$ cat src/rtl/mcast_copy_sequencer_pkg.sv
`default_nettype none
// ============================================================================
// mcast_copy_sequencer_pkg
// Shared packet-type codes, coordinate widths and FSM state encoding.
// Revision: 1.0
// ============================================================================
package mcast_copy_sequencer_pkg;

    localparam int COORD_W = 3;
    localparam int TGT_W   = 6;

    localparam logic [1:0] PKT_UNI   = 2'b00;
    localparam logic [1:0] PKT_COL   = 2'b01;
    localparam logic [1:0] PKT_ROW   = 2'b10;
    localparam logic [1:0] PKT_BCAST = 2'b11;

    typedef enum logic [0:0] {
        ST_IDLE = 1'b0,
        ST_SEND = 1'b1
    } state_e;

endpackage : mcast_copy_sequencer_pkg
`default_nettype wire

$ cat src/rtl/mcast_copy_sequencer_tgt_step.sv
`default_nettype none
// ============================================================================
// mcast_copy_sequencer_tgt_step
// Combinational row-major walker: first target of a sweep, or its successor.
// Revision: 1.0
// ============================================================================
module mcast_copy_sequencer_tgt_step
    import mcast_copy_sequencer_pkg::*;
(
    input  logic [1:0]       pkt_type_i,
    input  logic [TGT_W-1:0] cur_i,
    input  logic             load_i,
    output logic [TGT_W-1:0] nxt_o,
    output logic             raw_last_o
);

    logic [COORD_W-1:0] w_x;
    logic [COORD_W-1:0] w_y;
    logic [TGT_W-1:0]   w_first;
    logic [TGT_W-1:0]   w_step;

    assign w_x = cur_i[COORD_W-1:0];
    assign w_y = cur_i[TGT_W-1:COORD_W];

    always_comb begin
        w_first    = cur_i;
        w_step     = cur_i;
        raw_last_o = 1'b1;
        case (pkt_type_i)
            PKT_COL: begin
                w_first    = {{COORD_W{1'b0}}, w_x};
                w_step     = {w_y + 3'd1, w_x};
                raw_last_o = (w_y == 3'd7);
            end
            PKT_ROW: begin
                w_first    = {w_y, {COORD_W{1'b0}}};
                w_step     = {w_y, w_x + 3'd1};
                raw_last_o = (w_x == 3'd7);
            end
            PKT_BCAST: begin
                // x+1 with carry into y is a plain 6-bit increment
                w_first    = {TGT_W{1'b0}};
                w_step     = cur_i + 6'd1;
                raw_last_o = (cur_i == 6'h3F);
            end
            default: begin
                w_first    = cur_i;
                w_step     = cur_i;
                raw_last_o = 1'b1;
            end
        endcase
    end

    assign nxt_o = load_i ? w_first : w_step;

endmodule : mcast_copy_sequencer_tgt_step
`default_nettype wire

$ cat src/rtl/mcast_copy_sequencer.sv
`default_nettype none
// ============================================================================
// mcast_copy_sequencer
// Accepts one packet and emits one unicast copy per mesh destination.
// Revision: 1.0
// ============================================================================
module mcast_copy_sequencer
    import mcast_copy_sequencer_pkg::*;
#(
    parameter logic [2:0] LOCAL_X    = 3'd0,
    parameter logic [2:0] LOCAL_Y    = 3'd0,
    parameter int         DATA_W     = 32,
    parameter bit         SKIP_LOCAL = 1'b1
) (
    input  logic              clk,
    input  logic              rst,
    input  logic              in_vld_i,
    output logic              in_rdy_o,
    input  logic [1:0]        in_pkt_type_i,
    input  logic [TGT_W-1:0]  in_tgt_i,
    input  logic [DATA_W-1:0] in_payload_i,
    output logic              out_vld_o,
    input  logic              out_rdy_i,
    output logic [TGT_W-1:0]  out_tgt_o,
    output logic [DATA_W-1:0] out_payload_o,
    output logic              out_last_o,
    output logic [TGT_W-1:0]  out_seq_o,
    output logic              busy_o
);

    localparam logic [TGT_W-1:0] LOCAL_TGT = {LOCAL_Y, LOCAL_X};

    state_e              state_q, state_d;
    logic [1:0]          type_q, type_d;
    logic [TGT_W-1:0]    cur_q, cur_d;
    logic [DATA_W-1:0]   payload_q, payload_d;
    logic [TGT_W-1:0]    seq_q, seq_d;

    logic                w_idle;
    logic [1:0]          w_type;
    logic [TGT_W-1:0]    w_cur;
    logic [TGT_W-1:0]    w_nxt_a;
    logic [TGT_W-1:0]    w_nxt_b;
    logic                w_raw_last_a;
    logic                w_raw_last_b;
    logic                w_skip_en;
    logic                w_hop_local;
    logic [TGT_W-1:0]    w_nxt;
    logic                w_last;
    logic                w_fire;

    // In IDLE the walkers see the incoming packet; in SEND they see the held copy.
    assign w_idle = (state_q == ST_IDLE);
    assign w_type = w_idle ? in_pkt_type_i : type_q;
    assign w_cur  = w_idle ? in_tgt_i      : cur_q;

    mcast_copy_sequencer_tgt_step u_step_cur (
        .pkt_type_i (w_type),
        .cur_i      (w_cur),
        .load_i     (w_idle),
        .nxt_o      (w_nxt_a),
        .raw_last_o (w_raw_last_a)
    );

    mcast_copy_sequencer_tgt_step u_step_nxt (
        .pkt_type_i (w_type),
        .cur_i      (w_nxt_a),
        .load_i     (1'b0),
        .nxt_o      (w_nxt_b),
        .raw_last_o (w_raw_last_b)
    );

    // Landing on the local node hops one position further, so no bubble is needed.
    assign w_skip_en   = SKIP_LOCAL && (w_type != PKT_UNI);
    assign w_hop_local = w_skip_en && (w_nxt_a == LOCAL_TGT);
    assign w_nxt       = w_hop_local ? w_nxt_b : w_nxt_a;
    assign w_last      = w_raw_last_a | (w_hop_local & w_raw_last_b);
    assign w_fire      = (state_q == ST_SEND) && out_rdy_i;

    always_ff @(posedge clk) begin
        if (rst) begin
            state_q <= ST_IDLE;
        end else begin
            state_q <= state_d;
        end
    end

    always_comb begin
        state_d = state_q;
        case (state_q)
            ST_IDLE: if (in_vld_i)         state_d = ST_SEND;
            ST_SEND: if (w_fire && w_last) state_d = ST_IDLE;
            default:                       state_d = ST_IDLE;
        endcase
    end

    always_comb begin
        in_rdy_o   = 1'b0;
        out_vld_o  = 1'b0;
        busy_o     = 1'b0;
        out_last_o = 1'b0;
        case (state_q)
            ST_IDLE: begin
                in_rdy_o = 1'b1;
            end
            ST_SEND: begin
                out_vld_o  = 1'b1;
                busy_o     = 1'b1;
                out_last_o = w_last;
            end
            default: begin
                in_rdy_o = 1'b0;
            end
        endcase
    end

    always_comb begin
        type_d    = type_q;
        cur_d     = cur_q;
        payload_d = payload_q;
        seq_d     = seq_q;
        if (w_idle && in_vld_i) begin
            type_d    = in_pkt_type_i;
            cur_d     = w_nxt;
            payload_d = in_payload_i;
            seq_d     = {TGT_W{1'b0}};
        end else if (w_fire && !w_last) begin
            cur_d = w_nxt;
            seq_d = seq_q + 6'd1;
        end
    end

    always_ff @(posedge clk) begin
        if (rst) begin
            type_q    <= PKT_UNI;
            cur_q     <= {TGT_W{1'b0}};
            payload_q <= {DATA_W{1'b0}};
            seq_q     <= {TGT_W{1'b0}};
        end else begin
            type_q    <= type_d;
            cur_q     <= cur_d;
            payload_q <= payload_d;
            seq_q     <= seq_d;
        end
    end

    assign out_tgt_o     = cur_q;
    assign out_payload_o = payload_q;
    assign out_seq_o     = seq_q;

endmodule : mcast_copy_sequencer
`default_nettype wire

$ cat config.mk
export PLATFORM = sky130hd
export DESIGN_NAME = mcast_copy_sequencer
export DESIGN_NICKNAME = d
export VERILOG_FILES = /design/src/rtl/mcast_copy_sequencer_pkg.sv /design/src/rtl/mcast_copy_sequencer_tgt_step.sv /design/src/rtl/mcast_copy_sequencer.sv
export SDC_FILE = /design/constraint.sdc
export NUM_CORES = 1
export LEC_CHECK = 0
export CAP_MARGIN = 20
export CORE_MARGIN = 5
export CORE_UTILIZATION = 40
export CTS_CLUSTER_DIAMETER = 50
export DETAILED_ROUTE_END_ITERATION = 12
export PLACE_DENSITY = 0.74
export SLEW_MARGIN = 40
export SYNTH_ARGS = -nofsm -noshare
export SYNTH_HDL_FRONTEND = slang
export SYNTH_SLANG_ARGS = --single-unit
export TNS_END_PERCENT = 20
$ cat constraint.sdc
create_clock -name clk -period 6.2 [get_ports clk]
set_input_delay 1.55 -clock clk [delete_from_list [all_inputs] [get_ports clk]]
set_output_delay 1.55 -clock clk [all_outputs]
set_load 0.02 [all_outputs]
Word level (Yosys, flattened, before mapping)
Index checks and enable logic that the tools add are counted.
{"block": "classes", "n_eq_ne": 9, "bitwise_logic": 3, "addsub": 7, "reduce_logical": 10, "muxes": 17}
{"cell": "$pmux 6 s3", "n": 3}
{"cell": "$mux 6", "n": 5}
{"cell": "$add 6x1->6 const B", "n": 3}
{"cell": "$add 3x1->3 const B", "n": 4}
{"cell": "$eq 3x3->1 const B", "n": 4}
{"cell": "$eq 6x6->1 const B", "n": 2}
{"cell": "$logic_not 6->1", "n": 1}
{"cell": "$pmux 1 s3", "n": 2}
{"cell": "$logic_and 1x1->1", "n": 5}
{"cell": "$mux 1", "n": 5}
{"cell": "$eq 2x2->1 const B", "n": 2}
{"cell": "$reduce_bool 2->1", "n": 2}
{"cell": "$eq 2x1->1 const B", "n": 1}
{"cell": "$mux 2", "n": 1}
{"cell": "$pmux 1 s2", "n": 1}
{"cell": "$reduce_or 2->1", "n": 1}
{"cell": "$and 1x1->1", "n": 1}
{"cell": "$logic_not 1->1", "n": 1}
{"cell": "$not 1->1", "n": 1}
{"cell": "$or 1x1->1", "n": 1}
{"block": "totals", "in_bits": 44, "output_inout_bits": 48, "register_bits": 47, "elab_cells": 51}

Depth between registers and ports, before layout
{"block": "logic_depth", "word_depth": 12, "depth_mapped": 14, "depth_no_buf": 12}

By module
A second synthesis with hierarchy kept.
{"block": "hier_totals", "cells_unflattened": 325, "area_unflattened_um2": 2623.8}
{"mod": "mcast_copy_sequencer", "n_inst": 1, "seq_area_each_um2": 940.9, "cells_each": 237, "area_each_um2": 1965.6}
{"mod": "mcast_copy_sequencer_tgt_step", "n_inst": 2, "seq_area_each_um2": 0.0, "cells_each": 44, "area_each_um2": 329.1}

Least setup slack after synthesis
OpenSTA, ideal clock, no wires.
{"block": "synth_path", "kind": "in2out", "start": "in in_pkt_type_i[1]", "end": "out out_last_o", "t_required_ps": 4650, "path_buffers": 0, "setup_slack_ps": 1726, "t_arrival_ps": 2924, "cell_stages": 6, "cell_sequence": "mux2i_1 -> inv_1 -> ha_1 -> nand3b_4 -> a311oi_4 -> nor2_1"}
{"block": "synth_between", "elab_chain_len": 9, "word_cells_on_any_way": 18, "classes_between": "eq/ne (6); mux (7); bitwise (2); reduce/logical (3)"}
{"item": "start: declaration", "line": "mcast_copy_sequencer.sv:19", "source": "input logic [1:0] in_pkt_type_i,"}
{"item": "$mux 2 (*)", "line": "mcast_copy_sequencer.sv:54", "source": "assign w_type = w_idle ? in_pkt_type_i : type_q;"}
{"item": "$eq 2x2->1 or $eq 2x1->1 (tied branches)", "line": "mcast_copy_sequencer_tgt_step.sv:29", "source": "case (pkt_type_i)"}
{"item": "$pmux 6 s3", "line": "mcast_copy_sequencer_tgt_step.sv:29"}
{"item": "$mux 6", "line": "mcast_copy_sequencer_tgt_step.sv:54", "source": "assign nxt_o = load_i ? w_first : w_step;"}
{"item": "$eq 6x6->1, or another cell as far along", "line": "mcast_copy_sequencer_tgt_step.sv:44", "source": "raw_last_o = (cur_i == 6'h3F);"}
{"item": "$pmux 1 s3 or $logic_and 1x1->1 (tied branches)", "line": "mcast_copy_sequencer_tgt_step.sv:29, mcast_copy_sequencer.sv:75"}
{"item": "$and 1x1->1", "line": "mcast_copy_sequencer.sv:77", "source": "assign w_last = w_raw_last_a | (w_hop_local & w_raw_last_b);"}
{"item": "$or 1x1->1 (*)", "line": "mcast_copy_sequencer.sv:77"}
{"item": "$mux 1 (*)", "line": "mcast_copy_sequencer.sv:102", "source": "case (state_q)"}
{"item": "end: declaration", "line": "mcast_copy_sequencer.sv:26", "source": "output logic out_last_o,"}
Every way passes the cells marked *; elsewhere a longest branch is shown, timed or not.

Final worst setup path
{"block": "layout_path", "start": "in in_pkt_type_i[0]", "end": "out out_last_o"}
Same word-level chain as after synthesis.

==> flow_metrics.env <==
export IMPL_outcome="finished, final reports clean"
export IMPL_grt_pass1_vias=2278
export IMPL_synth_edf_count=0
export IMPL_final_core_util_pct=59.3
export IMPL_nFillCells=541
export IMPL_area_delta_synth_final_pct=43.9
export IMPL_pwr_density_cell_nw_per_um2=225
export IMPL_rsz0062_at_grt="false"
export IMPL_dr_pass1_iters=4
export IMPL_syn_area_um2=2440
export IMPL_cts_resized=0
export IMPL_grt_use_total_pct=17.5
export IMPL_path_max_fanout=7
export IMPL_crit_path_frequent_cell="clkdlybuf4s50_1"
export IMPL_wl_per_cell_um=14.6
export IMPL_vias_per_cell=5.14
export IMPL_synth_seq_cells=47
export IMPL_cts_buffers=5
export IMPL_rows=28
export IMPL_ys_async_sr_fraction_pct=0
export IMPL_layout_commonest_cell="clkdlybuf4s50_1"
export IMPL_cts_hold_buf=0
export IMPL_die_h_um=88.1
export IMPL_grt_max_degree=36
export IMPL_io_pins=92
export IMPL_max_cap_violations=0
export IMPL_whs_ns=0.457
export IMPL_worstPathRequired_ns=4.65
export IMPL_synthFlopType="dfxtp_1"
export IMPL_yosysWarnings=0
export IMPL_place_congestion=0.930
export IMPL_drive_gt1_share_pct=6.99
export IMPL_tightest_slew_ns=0.748
export IMPL_post_place_ws_ns=0.596
export IMPL_core_um2=5920
export IMPL_final_hold_violation_count=0
export IMPL_drc=0
export IMPL_slew_headroom_pct=49.7
export IMPL_hold_path_class="flip-flop to flip-flop"
export IMPL_htreeDepth=2
export IMPL_fin_crit_sh_pct=90.1
export IMPL_vias=2371
export IMPL_cp_arrival_ns=4.03
export IMPL_fin_cells=461
export IMPL_port_buffers=91
export IMPL_setup_worst_path_start_class="input port"
export IMPL_insertion_delay_ns=0.30
export IMPL_antenna_found_initial=0
export IMPL_crit_type="input port to output port"
export IMPL_grt_pass1_wl_mm=10.8
export IMPL_die_width_um=88.1
export IMPL_syn_nets=358
export IMPL_cpMaxStageDelayCell="clkdlybuf4s50_1"
export IMPL_grt_overflow=0
export IMPL_start_util_pct=41.3
export IMPL_cts_tree="yes"
export IMPL_path_cells="clkdlybuf4s50_1 -> mux2i_1 -> inv_1 -> ha_1 -> nand2_1 -> a211oi_2 -> a311oi_4 -> nor2_1 -> clkdlybuf4s50_1"
export IMPL_dp_hpwl_mm=4.95
export IMPL_min_period_ns=5.58
export IMPL_cp_end_kind="output port"
export IMPL_postRouteAntennaNets=0
export IMPL_mostFrequentLayoutCells="clkdlybuf4s50_1, nand2_1, dfxtp_1"
export IMPL_finalClockSkew_ns=0.00905
export IMPL_seq_area_frac_synth_pct=38.5
export IMPL_setup_tns_ns=0
export IMPL_nNetsFinal=440
export IMPL_diodes=0
export IMPL_setup_ws_ns=0.616
export IMPL_synth_avg_cell_area_um2=8.06
export IMPL_clock_sinks=47
export IMPL_placed_cells=453
export IMPL_max_stage_delay_ns=0.55
export IMPL_dr_first_iter_drc_count=124
export IMPL_totalWireLength_mm=6.72
export IMPL_fp_dieArea_um2=7770
export IMPL_finalSetupViolations=0
export IMPL_fmax_mhz=179
export IMPL_netlist_cell_type_count=56
export IMPL_ir_drop_mv=0.112
export IMPL_syn_inst=303
export IMPL_path_clk_slew_ns=0.08
export IMPL_cts_setup_buffers=0
export IMPL_cts_buffer_depth=2
export IMPL_drv_slew=0
export IMPL_cellLeakagePower_uw=0.00133
export IMPL_cts_root_buf="clkbuf_8"
## report_power, final
| group | total (uW) | leakage [uW] | internal (uW) | switching, uW |
|---|---|---|---|---|
| clock | 239 | 0.0000618 | 133 | 106 |
| sequential | 337 | 0.000385 | 320 | 17.1 |
| combinational | 213 | 0.000881 | 100 | 113 |
## path summary, 6_finish.rpt
check	startpoint	end	slack (ns)	cells after the start
setup reg to reg	state_q	out_tgt_o[3]	2.36	13
setup / recovery	in_pkt_type_i[0]	out_last_o	0.62	9
hold reg to reg	type_q[1]	type_q[1]	0.46	2
hold / removal	type_q[1]	type_q[1]	0.46	2
## cell type report
cell class / instances / area (um^2) / share of cell area (%)
clock buffers: 6 / 82.6 / 2.35
flip-flops and latches: 47 / 941 / 26.8
inverters: 15 / 56.3 / 1.60
repair buffers: 95 / 941 / 26.8
multi-input cells: 221 / 1360 / 38.7
clock inverters: 2 / 38.8 / 1.10
well taps: 75 / 93.8 / 2.67
## critical path: cells and delay by family
family          cells  cell delay (ns)
compound gates      2             0.52
fa+ha+maj           1             0.30
buf+inv             3             1.12
mux                 1             0.36
simple gates        2             0.18
## per-stage QoR
step / total power [uW] / area, um^2
floorplan: 466 / 2440
CTS: 799 / 3510
finish: 789 / 3510
detailed placement: 557 / 3390
global placement: 555 / 3390
global route: 835 / 3510
## Yosys cell counts (2+ instances only)
cell       number  area (um^2)
a211oi_2        2         25.0
a21oi_1        39          195
a221oi_1        5         43.8
a31oi_1         4         25.0
and2_1          2         12.5
and3_1          3         18.8
buf_1           3         11.3
clkbuf_1       14         52.6
dfxtp_1        47          941
ha_1           11          138
inv_1          13         48.8
mux2_2          3         33.8
mux2i_1         5         50.1
nand2_1        75          282
nand3_1         8         40.0
nand3b_1        3         22.5
nand4_1         4         25.0
nor2_1         12         45.0
nor2b_1         3         18.8
nor3_1          3         15.0
o2111ai_1       2         17.5
o211ai_1        2         15.0
o21ai_0         3         15.0
o221ai_1        2         17.5
xnor2_1         2         17.5
xor2_1          3         26.3
## routing by layer
metal	GRT usage, %	up-vias	routed length, um
met5	0	-	0
met4	6.87	0	92
met3	5.55	6	623
met2	27.9	88	3130
met1	22.2	1068	2880
li1	-	1209	-
## state kept, by name, indices dropped and copies added (netlist names)
signal,count
out_tgt_o,6
out_payload_o,32
state_q,1
out_seq_o,6
type_q,2
## logic make-up after synthesis
family                     after synthesis  share of synthesized area, %
buffers and inverters                   35                          5.89
muxes                                    9                          3.89
adders and majority gates               11                          5.64
xor gates and xnor gates                 5                          1.79
DFF                                     47                          38.5
AOI/OAI and AO/OA                       70                          19.2
and+or+nand+nor                        126                          25.1
(Power assumes the default switching activity.)
